--- config.mk ---
export PLATFORM = sky130hd
export DESIGN_NAME = elastic_pipe_reg_flat
export DESIGN_NICKNAME = d
export VERILOG_FILES = /design/src/rtl/elastic_pipe_reg_if.sv /design/src/rtl/elastic_pipe_reg.sv /design/src/flat_wrapper.sv
export SDC_FILE = /design/constraint.sdc
export NUM_CORES = 1
export LEC_CHECK = 0
export ABC_CLOCK_PERIOD_IN_PS = 2650
export CORE_ASPECT_RATIO = 1.1
export CORE_MARGIN = 2
export CORE_UTILIZATION = 40
export CTS_CLUSTER_DIAMETER = 30
export DETAILED_ROUTE_END_ITERATION = 10
export PLACE_DENSITY = 0.66
export SLEW_MARGIN = 20
export SYNTH_ARGS = -nofsm -noshare
export SYNTH_HDL_FRONTEND = slang
export SYNTH_SLANG_ARGS = --single-unit
--- constraint.sdc ---
create_clock -name Clk -period 2.65 [get_ports Clk]
set_clock_uncertainty 0.15 [all_clocks]
set_input_delay 0.795 -clock Clk [delete_from_list [all_inputs] [get_ports Clk]]
set_output_delay 0.795 -clock Clk [all_outputs]
set_load 0.05 [all_outputs]
--- src/rtl/elastic_pipe_reg_if.sv ---
// Handshake bundle between two pipeline stages: an upstream valid/ready/data
// channel into the stage register and a downstream one out of it.
interface elastic_pipe_reg_if #(
  parameter int WIDTH = 32
);
  logic             in_valid;
  logic             in_ready;
  logic [WIDTH-1:0] in_data;
  logic             out_valid;
  logic             out_ready;
  logic [WIDTH-1:0] out_data;

  // Stage register side: consumes the upstream channel, produces the downstream one.
  modport slave (
    input  in_valid,
    input  in_data,
    input  out_ready,
    output in_ready,
    output out_valid,
    output out_data
  );

  // Surrounding pipeline side: the mirror image.
  modport master (
    output in_valid,
    output in_data,
    output out_ready,
    input  in_ready,
    input  out_valid,
    input  out_data
  );
endinterface

--- src/rtl/elastic_pipe_reg.sv ---
// Elastic pipeline stage register with a 2-entry skid buffer.
// The main register drives the downstream payload; the skid register catches
// the one extra payload accepted while downstream stalls, which lets in_ready
// be a pure decode of registered state. A flush empties both entries and a
// saturating counter records cycles of downstream back-pressure.
module elastic_pipe_reg #(
  parameter int               WIDTH        = 32,
  parameter logic [WIDTH-1:0] BUBBLE_VALUE = {WIDTH{1'b0}},
  parameter int               CNT_W        = 16
) (
  input  logic                 Clk,
  input  logic                 Rst,
  elastic_pipe_reg_if.slave    bus,
  input  logic                 flush,
  output logic [1:0]           occupancy,
  output logic [CNT_W-1:0]     stall_count
);

  typedef enum logic [1:0] {
    EMPTY = 2'd0,
    ONE   = 2'd1,
    FULL  = 2'd2
  } state_t;

  state_t           state_q, state_d;
  logic [WIDTH-1:0] main_q,  main_d;
  logic [WIDTH-1:0] skid_q,  skid_d;
  logic [CNT_W-1:0] cnt_q,   cnt_d;

  logic push;
  logic pop;
  logic stalled;

  // Counter increment that sticks at all-ones instead of wrapping.
  function automatic logic [CNT_W-1:0] sat_inc(input logic [CNT_W-1:0] v);
    if (v == {CNT_W{1'b1}}) begin
      return v;
    end
    return v + 1'b1;
  endfunction

  // Handshake outputs decode registered state only, so neither in_valid nor
  // out_ready has a combinational path to in_ready/out_valid.
  assign bus.in_ready  = (state_q != FULL);
  assign bus.out_valid = (state_q != EMPTY);
  assign bus.out_data  = main_q;
  assign stall_count   = cnt_q;

  assign push    = bus.in_valid  & bus.in_ready;
  assign pop     = bus.out_valid & bus.out_ready;
  assign stalled = bus.out_valid & ~bus.out_ready;

  // Occupancy reported as the number of held entries.
  always_comb begin
    occupancy = 2'd0;
    case (state_q)
      EMPTY:   occupancy = 2'd0;
      ONE:     occupancy = 2'd1;
      FULL:    occupancy = 2'd2;
      default: occupancy = 2'd0;
    endcase
  end

  // Next-state and payload movement; flush wins over any handshake.
  always_comb begin
    state_d = state_q;
    main_d  = main_q;
    skid_d  = skid_q;

    if (flush) begin
      // Any simultaneous push is dropped; a simultaneous pop already happened.
      state_d = EMPTY;
      main_d  = BUBBLE_VALUE;
      skid_d  = BUBBLE_VALUE;
    end else begin
      case (state_q)
        EMPTY: begin
          if (push) begin
            state_d = ONE;
            main_d  = bus.in_data;
          end
        end
        ONE: begin
          if (push && pop) begin
            main_d = bus.in_data;
          end else if (push) begin
            // Downstream is stalled: park the new payload behind the main one.
            state_d = FULL;
            skid_d  = bus.in_data;
          end else if (pop) begin
            state_d = EMPTY;
            main_d  = BUBBLE_VALUE;
          end
        end
        FULL: begin
          // in_ready is low here, so only a pop can move state.
          if (pop) begin
            state_d = ONE;
            main_d  = skid_q;
            skid_d  = BUBBLE_VALUE;
          end
        end
        default: begin
          state_d = EMPTY;
          main_d  = BUBBLE_VALUE;
          skid_d  = BUBBLE_VALUE;
        end
      endcase
    end
  end

  // Back-pressure counter: flush does not touch it, only reset clears it.
  always_comb begin
    cnt_d = cnt_q;
    if (stalled) begin
      cnt_d = sat_inc(cnt_q);
    end
  end

  // State, payload and counter registers with synchronous reset.
  always_ff @(posedge Clk) begin
    if (Rst) begin
      state_q <= EMPTY;
      main_q  <= BUBBLE_VALUE;
      skid_q  <= BUBBLE_VALUE;
      cnt_q   <= '0;
    end else begin
      state_q <= state_d;
      main_q  <= main_d;
      skid_q  <= skid_d;
      cnt_q   <= cnt_d;
    end
  end

endmodule

--- src/flat_wrapper.sv ---
// flat-port wrapper written by rule: the top's interface ports become plain ports
module elastic_pipe_reg_flat 
#(
  parameter int               WIDTH        = 32,
  parameter logic [WIDTH-1:0] BUBBLE_VALUE = {WIDTH{1'b0}},
  parameter int               CNT_W        = 16
)
  (Clk, Rst, flush, occupancy, stall_count, bus_in_valid, bus_in_data, bus_out_ready, bus_in_ready, bus_out_valid, bus_out_data);
  elastic_pipe_reg_if #(.WIDTH(WIDTH)) bus_i ();
  input  logic Clk;
  input  logic Rst;
  input  logic flush;
  output logic [1:0] occupancy;
  output logic [CNT_W-1:0] stall_count;
  input wire logic [$bits(bus_i.in_valid)-1:0] bus_in_valid;
  input wire logic [$bits(bus_i.in_data)-1:0] bus_in_data;
  input wire logic [$bits(bus_i.out_ready)-1:0] bus_out_ready;
  output wire logic [$bits(bus_i.in_ready)-1:0] bus_in_ready;
  output wire logic [$bits(bus_i.out_valid)-1:0] bus_out_valid;
  output wire logic [$bits(bus_i.out_data)-1:0] bus_out_data;
  assign bus_i.in_valid = bus_in_valid;
  assign bus_i.in_data = bus_in_data;
  assign bus_i.out_ready = bus_out_ready;
  assign bus_in_ready = bus_i.in_ready;
  assign bus_out_valid = bus_i.out_valid;
  assign bus_out_data = bus_i.out_data;
  elastic_pipe_reg #(.WIDTH(WIDTH), .BUBBLE_VALUE(BUBBLE_VALUE), .CNT_W(CNT_W)) u_core (.Clk(Clk), .Rst(Rst), .bus(bus_i), .flush(flush), .occupancy(occupancy), .stall_count(stall_count));
endmodule
==> results of run 1 <==
## placed cells by master (no fill, tap or decap), types with 3 or more instances in the layout
cell,n
a21oi_1,11
a22oi_1,32
buf_12,7
buf_4,20
clkbuf_8,10
clkdlybuf4s50_1,78
dfxtp_1,81
dlymetal6s2s_1,6
inv_1,65
mux2_1,6
mux2_2,32
nand2_1,38
nand2b_1,4
nand3_1,7
nand4_1,4
nor2_1,75
nor2b_1,5
o31ai_1,6
o32ai_1,32
or3_1,3
or4_1,6
## registers in the layout (all words and copies together), names as in the netlist
name and cells:
u_core.stall_count 16, u_core.skid_q 32, u_core.bus.out_data 32, u_core.state_q 2
## metal layers
| layer | part of all wire [%] | routed length (um) | GRT usage [%] | vias up |
|---|---|---|---|---|
| met3 | 4.7 | 484 | 4.36 | 13 |
| li1 | - | - | - | 1803 |
| met5 | 0 | 0 | 0 | - |
| met4 | 1.5 | 157 | 6.65 | 0 |
| met1 | 47 | 4780 | 24.7 | 1747 |
| met2 | 47 | 4810 | 30.6 | 96 |
## power groups by stage
| stage | sequential [mW] | combinational, mW | clock, mW |
|---|---|---|---|
| after global routing | 1.27 | 0.443 | 0.862 |
| final | 1.27 | 0.412 | 0.792 |
| after floorplan | 1.35 | 0.177 | 0 |
| after detailed placement | 1.30 | 0.414 | 0 |
| after CTS | 1.27 | 0.415 | 0.811 |
| after global placement | 1.30 | 0.410 | 0 |
## cells by family (layout without fill, tap and decap cells)
| logic type | after synthesis | in the layout |
|---|---|---|
| simple gates | 159 | 159 |
| fa+ha+maj | 1 | 1 |
| mux | 40 | 40 |
| buf+inv | 102 | 191 |
| compound gates | 93 | 93 |
| flops | 82 | 82 |
## through the flow
step / util, % / hold slack (ns) / std cells / setup TNS (ns) / total power [mW]
finish: 54.3 / 0.370 / 686 / 0 / 2.47
floorplan: - / 0.363 / 477 / 0 / 1.53
CTS: 54.2 / 0.370 / 686 / 0 / 2.49
global placement: 52.6 / 0.334 / 672 / 0 / 1.71
global route: 54.3 / 0.393 / 686 / 0 / 2.57
detailed placement: 52.6 / 0.346 / 672 / -0.00193 / 1.71
## final timing paths
path / start / to / slack [ns] / cells after the start
hold reg to reg: u_core.bus.out_data[18]$_SDFFE_PP0P_ / u_core.bus.out_data[18]$_SDFFE_PP0P_ / 0.37 / 2
setup reg to reg: u_core.stall_count[1]$_SDFFE_PP0P_ / u_core.stall_count[2]$_SDFFE_PP0P_ / 0.40 / 5
hold / removal: u_core.bus.out_data[18]$_SDFFE_PP0P_ / u_core.bus.out_data[18]$_SDFFE_PP0P_ / 0.37 / 2
setup / recovery: u_core.stall_count[2]$_SDFFE_PP0P_ / stall_count[2] / 0.07 / 1
## cell type report
| cell class | instances | area [sq um] | area share, % |
|---|---|---|---|
| Inverter | 66 | 248 | 4.65 |
| Multi-Input combinational cell | 293 | 1980 | 37.1 |
| Timing Repair Buffer | 111 | 1150 | 21.5 |
| Sequential cell | 82 | 1640 | 30.9 |
| Clock inverter | 3 | 17.5 | 0.329 |
| Clock buffer | 11 | 141 | 2.66 |
| Tap cell | 120 | 150 | 2.82 |
## repair_timing
item                                    CTS  global route
setup buffers                             0             0
hold buffers                              0             0
endpoints found under the setup margin    0             6
resized for setup                         0             6
==> metrics list, run 1 <==
* Vias: 3659
- The worst path meets setup with approximately 0.065 ns of slack.
* GRT overflow: 0
* Number of slew-limit violations in the final report: 0
* Effective utilization at floorplan: 40.9%
- The finished cells cover around 0.0053 sq mm.
- The run finished with clean final reports.
- From bottom edge to top edge, the die measures 109 um.
- Family with the most delay on the worst path: buffers and inverters
- The analysis attributes to net switching a power of 0.681 mW.
- Clock Latency Late Sink: 0.36 ns
- Portion of total power attributed to sequential cells: 51.3%
- Post-synthesis sequential area ratio: 41.0%
- The min-delay analysis places its worst path in the category flop to flop.
- The congestion estimate from routability-driven global placement came to 0.786.
- The signal on the critical path passes through clkdlybuf4s50_1.
* Combinational family with the most area after synthesis: simple AND/OR/NAND/NOR gates
- The core region is between 0.009 and 0.01 sq mm.
- Combinational cells account for between 15 and 20% of the total power.
- The placed instances occupy a cell area of 0.00515 sq mm.
* Number of endpoints failing setup at the final stage: 0
- Required arrival time at the worst endpoint: 1.71 ns
* Period utilization: between 90% and 100%
- VDD sags by at most approximately 0.00031 V.
- Maximum count of clock buffers along a single path: 2
- Of all nets on the critical path, the largest fanout is 7.
- CTS saw 82 sinks.
- Combined area of all synthesized cells: 0.00400 sq mm
- Std-Cell Rows: 38
* Count of unique library cells instantiated by Yosys: 44
- Layout overhead on the synthesized area: 33.0%
- Cell-internal power: ~1.8 mW
- After detailed routing, the total wire length is around 10 mm.
- Headroom to the max-slew limit came out at between 40% and 50%.
- Clock tree synthesis selected as its root buffer the cell clkbuf_8.
* CP Launch Type: flop
- DRC viols: 0
* HPWL Detailed: 6.89 mm
- Ratio of total power to cell area: ~460 mW/mm^2
- After filler insertion, the fill cell instance count of the layout stands at 904.
* CTS Buf Count: 9
- The post-route netlist has 15.7% of its cells at a drive strength greater than 1.
- Clock share of power: ~32%
- Summing the areas of all compound-gate instances in the mapped netlist gives between 10% and 20% of the synthesized area.
- Critical path start-end classification: flop to primary output
* Multiplexer area fraction after synthesis: 11.2%
* Crit path buf inv count: 1
- Net switching is 27.6% of the power.
- Count of flip-flops with a built-in enable after synthesis: 0
* Die area: 0.0108 sq mm
- The top cell type by area accounts for just over 40% of the synthesized area.
* Synth Area in XOR/XNOR: 0%
- For this run, the post-layout net count is 601.
- Entering global routing, the biggest net connects 34 pins.
- The H-tree generated during clock tree synthesis spans 3 levels.
- Each instance of the synthesized netlist takes up on average 8.39 sq um.
- Sort of element at the end of the critical path: primary output
- Final min period: 2.58 ns
- Number of buffers inserted by port buffering: 88
- Max-cap violations in this run came to 0.
* Mean number of vias per cell: 5.33
- Most frequently used flop master after synthesis: dfxtp_1
* Top cells by instance count after synthesis: dfxtp_1, nor2_1, inv_1
- Static timing analysis puts the maximum clock frequency at 387 MHz.
* Via count of the first global-routing pass: 3424
* Most area-hungry cell type in the Yosys netlist: dfxtp_1
- 0 antenna diodes ended up in the layout.
- After Yosys synthesis, and, or, nand and nor cells account for 19.2% of the synthesized area.
- Dividing the detail-routed wire length by the instance count gives 14.9 um.
- Flops & latches, synth: 82
* Post-route ant nets: 0
* Worst slack after detailed placement: -0.00193 ns
- Yosys warns: 0
* TritonCTS clock tree: done
- In the synthesized netlist the async set-or-reset flop fraction comes to 0%.
- Number of instances in the synthesized netlist: 477
- Setup repair after global routing left no endpoint under its margin.
* Synthesized net count: 515
* Final hold violation count: 0
- Data on the critical path arrives at its endpoint at about 1.6 ns.
- In this run, the number of DRC markers left after iteration 0 of detailed routing was 138.
* Wire length of the first global-routing pass: 16.4 mm
- For this run, the slowest stage of the critical path takes 0.84 ns.
- Leakage power summed over all cells: 1.99 nW
* Die boundary width: 99.4 um
- Number of antenna violations at the first check in global routing: 0
- Total routing usage reported by global routing: between 10% and 20%
* Worst-path cell with the longest stage delay: clkdlybuf4s50_1
- For the pin with the worst max-slew slack, the measured transition is 0.772 ns.
- By area the synthesized netlist is led by dfxtp_1, mux2_2, nor2_1.
* Arithmetic-cell share of the synthesized area counting full adders, half adders and majority gates: 0.313%
* Length of the first detailed-routing pass in iterations: 4
- Clock transition at the registers of the reported paths: 0.08 ns
- Most frequent cell after synthesis: dfxtp_1
* Ports: 89
Note: power is estimated with default switching activity, not from simulation.
==> inputs of run 2 (changes only) <==
- ABC_CLOCK_PERIOD_IN_PS: 2650 -> 3140
- CORE_MARGIN: 2 -> not set
- SKIP_CTS_REPAIR_TIMING: not set -> 1
- clock period: 2.65 -> 3.14 ns (I/O delays scaled with it)
==> metrics list, run 2 (same netlist as run 1, synthesis figures left out) <==
* Crit path buf inv count: 1 (unchanged)
- Required arrival time at the worst endpoint: 2.05 ns (was 1.71 ns)
- Number of antenna violations at the first check in global routing: 0 (unchanged)
- Length of the first detailed-routing pass in iterations: 4 (unchanged)
- Leakage power summed over all cells: 1.82 nW (was 1.99 nW)
- The number of H-tree levels came to 3 (unchanged).
- The global routing usage summed across all routing layers was 19.4% (was 18.9%).
- The remaining design rule violation count is 0 (unchanged).
- Total power: 2.07 mW (was 2.47 mW)
* Routed WL: 9.86 mm (was 10.2 mm)
* Number of endpoints failing setup at the final stage: 0 (unchanged)
- The pin count of the biggest net entering global routing came to 43 (was 34).
- Die boundary width: 97.4 um (was 99.4 um)
* Portion of total power attributed to sequential cells: 51.7% (was 51.3%)
* Antenna Cells: 0 (unchanged)
- The number of vias in the routed layout is 3590 (was 3659).
* Final hold slack: 0.362 ns (was 0.370 ns)
- Clock Latency Late Sink: 0.35 ns (was 0.36 ns)
- The worst-case clock buffer depth is 2 (unchanged).
* Post-DR wirelength/cell: 14.6 um (was 14.9 um)
- Placer Congestion: 0.778 (was 0.786)
- Cell-internal power: 1.50 mW (was 1.79 mW)
* Commonest non-fill, non-tap cells in the layout: clkdlybuf4s50_1, dfxtp_1, nor2_1 (was dfxtp_1, clkdlybuf4s50_1, nor2_1)
- The initial core utilization is 42.0% (was 40.9%).
- The peak per-stage delay on the critical path was 0.86 ns (was 0.84 ns).
* Post-route ant nets: 0 (unchanged)
- Worst-case vdd ir drop: 0.000183 V (was 0.000311 V)
* Final min period: 2.75 ns
- Period utilization: 87.7%
- The height of the die was 107 um (was 109 um).
- CP Launch Type: flop (unchanged)
* Mean number of vias per cell: 5.32 (was 5.33)
- Clock share of power: 32.3% (was 32.1%)
- The number of pins with negative max-slew slack in the final report is 0 (unchanged).
- The power per cell area came to 398 mW/mm^2 (was 464 mW/mm^2).
* Upper clock frequency limit: around 360 MHz
- Number of clock sinks: 82 (unchanged)
- CTS Buf Count: 9 (unchanged)
- RSZ-0062 raised after global routing: no (unchanged).
- The fraction of final layout cells sized beyond drive strength 1 is 14.2% (was 15.7%).
* GRT overflow: 0 (unchanged)
* CTS root buf: clkbuf_8 (unchanged)
* Class of the worst hold path: flop to flop (unchanged)
* Die area: 0.0104 sq mm (was 0.0108 sq mm)
- Most frequent standard cell in the layout excluding fill and tap cells: clkdlybuf4s50_1 (was dfxtp_1)
* # nets final: 593 (was 601)
- The number of global-route vias before repair was 3426 (was 3424).
- The sum of negative setup slack came to 0 ns (unchanged).
- HPWL Detailed: 6.67 mm (was 6.89 mm)
- WP data arrival: 1.66 ns (was 1.64 ns)
- Crit-path cells: clkdlybuf4s50_1 (unchanged)
- The actual slew at the worst max-slew pin is 0.693 ns (was 0.772 ns).
- Portion of total power attributed to combinational logic: 16.0% (was 16.7%)
- The clock transition at the registers of the reported paths came to 0.08 ns (about the same).
- Status: finished, final reports clean (unchanged)
- The count of endpoints failing hold in the final timing report was 0 (unchanged).
- 1st-iter DRT viols: 178 (was 138)
- Layout overhead on the synthesized area: 29.8% (was 33.0%)
- Std-Cell Rows: 37 (was 38)
- Critical Path Fanout Max: 7 (unchanged)
* Number of buffers inserted by port buffering: 88 (unchanged)
* TritonCTS clock tree: done (unchanged)
- Family with the most delay on the worst path: buffers and inverters (unchanged)
* Switching power: 0.569 mW (was 0.681 mW)
- Sw frac: 27.5% (was 27.6%)
- The type of the worst setup path is flop to primary output (unchanged).
* Worst-path cell with the longest stage delay: clkdlybuf4s50_1 (unchanged)
- Ports: 89 (unchanged)
- Headroom to the max-slew limit: 53.4% (was 48.1%)
- The kind of end point of the critical path is a primary output (unchanged).
- The global-route wire length before repair was 16.4 mm (about the same).
- The floorplan core area came to 0.00954 sq mm (was 0.00979 sq mm).
* Maxcap violations: 0 (unchanged)
run 2: layout make-up:
class | instances | area, sq um
clock inverters | 3 | 17.5
flip-flops and latches | 82 | 1640
clock buffers | 11 | 141
fillers | 871 | 4340
repair buffers | 103 | 1030
well taps | 117 | 146
multi-input cells | 293 | 1970
inverters | 66 | 248
run 2: final timing paths:
path / startpoint / endpoint / slack (ns) / cells after the start
max: u_core.stall_count[8]$_SDFFE_PP0P_ / stall_count[8] / 0.39 / 1
min: u_core.bus.out_data[18]$_SDFFE_PP0P_ / u_core.bus.out_data[18]$_SDFFE_PP0P_ / 0.36 / 2
max reg2reg: u_core.stall_count[1]$_SDFFE_PP0P_ / u_core.stall_count[4]$_SDFFE_PP0P_ / 0.95 / 5
min reg2reg: u_core.bus.out_data[18]$_SDFFE_PP0P_ / u_core.bus.out_data[18]$_SDFFE_PP0P_ / 0.36 / 2
run 2: per-layer routing:
| metal | wire (um) | up-vias | track usage [%] |
|---|---|---|---|
| met1 | 4520 | 1713 | 24.5 |
| met4 | 140 | 0 | 7.35 |
| met2 | 4850 | 75 | 33.1 |
| met5 | 0 | - | 0 |
| li1 | - | 1793 | - |
| met3 | 349 | 9 | 3.32 |
run 2: power groups by stage:
stage / Clock, mW / Sequential (mW) / Combinational [mW]
4_1_cts: 0.683 / 1.07 / 0.335
2_1_floorplan: 0 / 1.14 / 0.149
6_report: 0.667 / 1.07 / 0.332
3_3_place_gp: 0 / 1.09 / 0.331
5_1_grt: 0.726 / 1.07 / 0.357
3_5_place_dp: 0 / 1.09 / 0.334
run 2: tightest hold or removal path: stages, from the launching register on:
cell,delay [ns]
dfxtp_1,0.34
a22oi_1,0.07
nor2_1,0.08
run 2: metrics by stage:
stage,cells,util (%),setup WS (ns),cell area (sq um)
finish,675,54.5,0.385,5190
detailed placement,661,52.8,0.274,5040
CTS,675,54.5,0.387,5190
global route,675,54.5,0.328,5190
floorplan,477,-,0.234,4000
global placement,661,52.8,0.310,5040
==> inputs of run 3 (changes only) <==
--- a/constraint.sdc
+++ b/constraint.sdc
@@ -3,3 +3,3 @@
 set_input_delay 0.942 -clock Clk [delete_from_list [all_inputs] [get_ports Clk]]
 set_output_delay 0.942 -clock Clk [all_outputs]
-set_load 0.05 [all_outputs]
+set_load 0.005 [all_outputs]
==> metrics list, run 3 (same netlist as run 1, synthesis figures left out) <==
* Layout cells sized above 1: 13.9% (was 14.2%)
- The non-filler instance count after layout was 677 (was 675).
* Std-Cell Rows: 37 (unchanged)
- The number of placed cells counting well taps is 661 (unchanged).
- 1st-iter DRT viols: 156 (was 178)
- Number of slew-limit violations in the final report: 0 (unchanged)
* TNS Setup: 0 ns (unchanged)
- The path class of the lowest-slack min-delay path is flop to flop (unchanged).
- The minimum clock period after layout came to 2.76 ns (was 2.75 ns).
* Area of the core: 0.00954 sq mm (unchanged)
* Headroom to the max-slew limit: 51.4% (was 53.4%)
- Ports: 89 (unchanged)
- The peak per-stage delay on the critical path was 0.58 ns (was 0.86 ns).
- Status: finished, final reports clean (unchanged)
- Upper clock frequency limit: 362 MHz (was 363 MHz)
- The share of the core filled with cells was 54.7% (was 54.5%).
- Number of antenna violations at the first check in global routing: 0 (unchanged)
* Vias: 3595 (was 3590)
* Most frequent standard cell in the layout excluding fill and tap cells: clkdlybuf4s50_1 (unchanged)
- The clock transition at the registers of the reported paths was 0.08 ns (about the same).
- TritonCTS clock tree: done (unchanged)
- The net count reported at finish was 593 (unchanged).
- Required arrival time at the worst endpoint: 2.05 ns (about the same)
* Portion of total power attributed to sequential cells: 50.4% (was 51.7%)
* Effective utilization at floorplan: 42.0% (unchanged)
* Wire length of the first global-routing pass: 16.6 mm (was 16.4 mm)
- The average detailed-routed wire length per instance was 14.6 um (about the same).
- RSZ-0062 raised after global routing: no (unchanged).
* Worst-case vdd ir drop: 0.000238 V (was 0.000183 V)
- Number of endpoints failing setup at the final stage: 0 (unchanged)
- The final critical-path share of the clock period was 88.1% (was 87.7%).
- CTS root buf: clkbuf_8 (unchanged)
- Die boundary height: 107 um (unchanged)
- The count of inserted antenna diode cells is 0 (unchanged).
- Critical Path Fanout Max: 10 (was 7)
- Routed WL: 9.89 mm (was 9.86 mm)
- Largest net degree at the start of global routing: 41 (was 43)
- The via-per-instance ratio came to 5.31 (was 5.32).
- Clock share of power: 36.8% (was 32.3%)
- The worst-case clock buffer depth came to 2 (unchanged).
- Post-route ant nets: 0 (unchanged)
- Final hold violation count: 0 (unchanged)
* Startpoint of the tightest hold check path: u_core.bus.out_data[19]$_SDFFE_PP0P_ (was u_core.bus.out_data[18]$_SDFFE_PP0P_)
* Commonest non-fill, non-tap cells in the layout: clkdlybuf4s50_1, dfxtp_1, nor2_1 (unchanged)
- Layout overhead on the synthesized area: 30.2% (was 29.8%)
* Ratio of total power to cell area: 407 mW/mm^2 (was 398 mW/mm^2)
- The number of cells traversed by the worst hold path was 2 (unchanged).
* Reg2reg start: u_core.stall_count[0]$_SDFFE_PP0P_ (was u_core.stall_count[1]$_SDFFE_PP0P_)
- Leakage power summed over all cells: 1.83 nW (was 1.82 nW)
* Number of buffers inserted by port buffering: 88 (unchanged)
* HPWL Detailed: 6.68 mm (was 6.67 mm)
- The type of the worst setup path was flop to primary output (unchanged).
- The arrival time of the worst setup path came to 1.67 ns (was 1.66 ns).
- Path depth of the worst reg2reg path: 5 (unchanged)
* Crit-path cells: nor2b_1 -> clkdlybuf4s50_1 (was clkdlybuf4s50_1)
- The hold slack was 0.368 ns (was 0.362 ns).
- The number of global-route vias before repair is 3488 (was 3426).
- Length of the first detailed-routing pass in iterations: 4 (unchanged)
- Number of clock sinks: 82 (unchanged)
- The global routing usage summed across all routing layers was 19.5% (was 19.4%).
- The final weighted congestion in routability-driven placement came to 0.781 (was 0.778).
- CTS Buf Count: 9 (unchanged)
* Cell-internal power: 1.60 mW (was 1.50 mW)
- Worst-path cell with the longest stage delay: clkdlybuf4s50_1 (unchanged)
- Portion of total power attributed to combinational logic: 12.8% (was 16.0%)
* DRC viols: 0 (unchanged)
* Switching power: 0.516 mW (was 0.569 mW)
* Sort of element at the end of the critical path: primary output (unchanged)
- Die area: 0.0104 sq mm (unchanged)
* Transition at the pin with the smallest max-transition slack: 0.724 ns (was 0.693 ns)
* Destination of the worst register-to-register timing path: u_core.stall_count[4]$_SDFFE_PP0P_ (unchanged)
- The critical path buffer and inverter count was 1 (unchanged).
* Clock Latency Late Sink: 0.35 ns (about the same)
- The kind of launch point of the worst setup path was a flop (unchanged).
- The horizontal die dimension is 97.4 um (unchanged).
* Sw frac: 24.3% (was 27.5%)
- The residual overflow from global routing was 0 (unchanged).
- The category of cells accounting for the largest share of critical-path delay is buffers and inverters (unchanged).
* End point of the worst hold path: u_core.bus.out_data[19]$_SDFFE_PP0P_ (was u_core.bus.out_data[18]$_SDFFE_PP0P_)
- The number of H-tree levels came to 3 (unchanged).
- The count of maximum capacitance violations came to 0 (unchanged).
* Register-to-register path setup slack: 0.92 ns (was 0.95 ns)
[run 3: cell count changes in the layout (fill, tap and decap cells not counted), sizes merged]
cell,delta
clkinv,+1
bufinv,+1
clkdlybuf4s50,+4
buf,-4
[run 3: power groups by stage]
stage,Combinational (mW),Sequential [mW],Clock [mW]
2_1_floorplan,0.143,1.09,0
3_3_place_gp,0.269,1.09,0
3_5_place_dp,0.272,1.09,0
4_1_cts,0.274,1.07,0.801
5_1_grt,0.296,1.07,0.855
6_report,0.271,1.07,0.780
[run 3: area by class of cell]
cell class	instances	area, sq um
Clock inverter	5	52.6
Multi-Input combinational cell	293	1970
Fill cell	872	4320
Timing Repair Buffer	103	1010
Inverter	66	248
Clock buffer	11	151
Tap cell	117	146
Sequential cell	82	1640
[run 3: metal layers]
metal | share of wire, % | wire length [um] | GRT usage [%] | vias to the layer above
met5 | 0 | 0 | 0 | -
met4 | 1.5 | 150 | 7.98 | 0
met3 | 4.0 | 396 | 2.80 | 11
met2 | 50 | 4900 | 33.7 | 75
met1 | 45 | 4440 | 24.5 | 1718
li1 | - | - | - | 1791
[run 3: how the worst max path moves through the flow]
stage / startpoint / to / slack (ns) / depth (start not counted)
finish: u_core.state_q[0]$_SDFFE_PP0P_ / occupancy[1] / 0.38 / 2
global route: u_core.state_q[0]$_SDFFE_PP0P_ / bus_in_ready / 0.28 / 3
CTS: u_core.state_q[0]$_SDFFE_PP0P_ / occupancy[1] / 0.37 / 2
detailed placement: bus_out_ready / u_core.skid_q[4]$_SDFFE_PP0P_ / 0.25 / 7
global placement: bus_out_ready / u_core.skid_q[6]$_SDFFE_PP0P_ / 0.31 / 7
floorplan: bus_out_ready / u_core.stall_count[10]$_SDFFE_PP0P_ / 0.84 / 5
[run 3: tightest hold or removal path: cells and delay by family (launching register included)]
| family | cells | cell delay [ns] |
|---|---|---|
| AOI/OAI and AO/OA | 1 | 0.08 |
| DFF | 1 | 0.33 |
| and+or+nand+nor | 1 | 0.08 |
[run 3: metrics by stage]
| stage | power, mW | setup WS [ns] | cell area [sq um] |
|---|---|---|---|
| after global placement | 1.36 | 0.305 | 5010 |
| after floorplan | 1.23 | 0.837 | 4000 |
| final | 2.12 | 0.375 | 5210 |
| after global routing | 2.22 | 0.284 | 5210 |
| after CTS | 2.14 | 0.372 | 5210 |
| after detailed placement | 1.36 | 0.254 | 5010 |
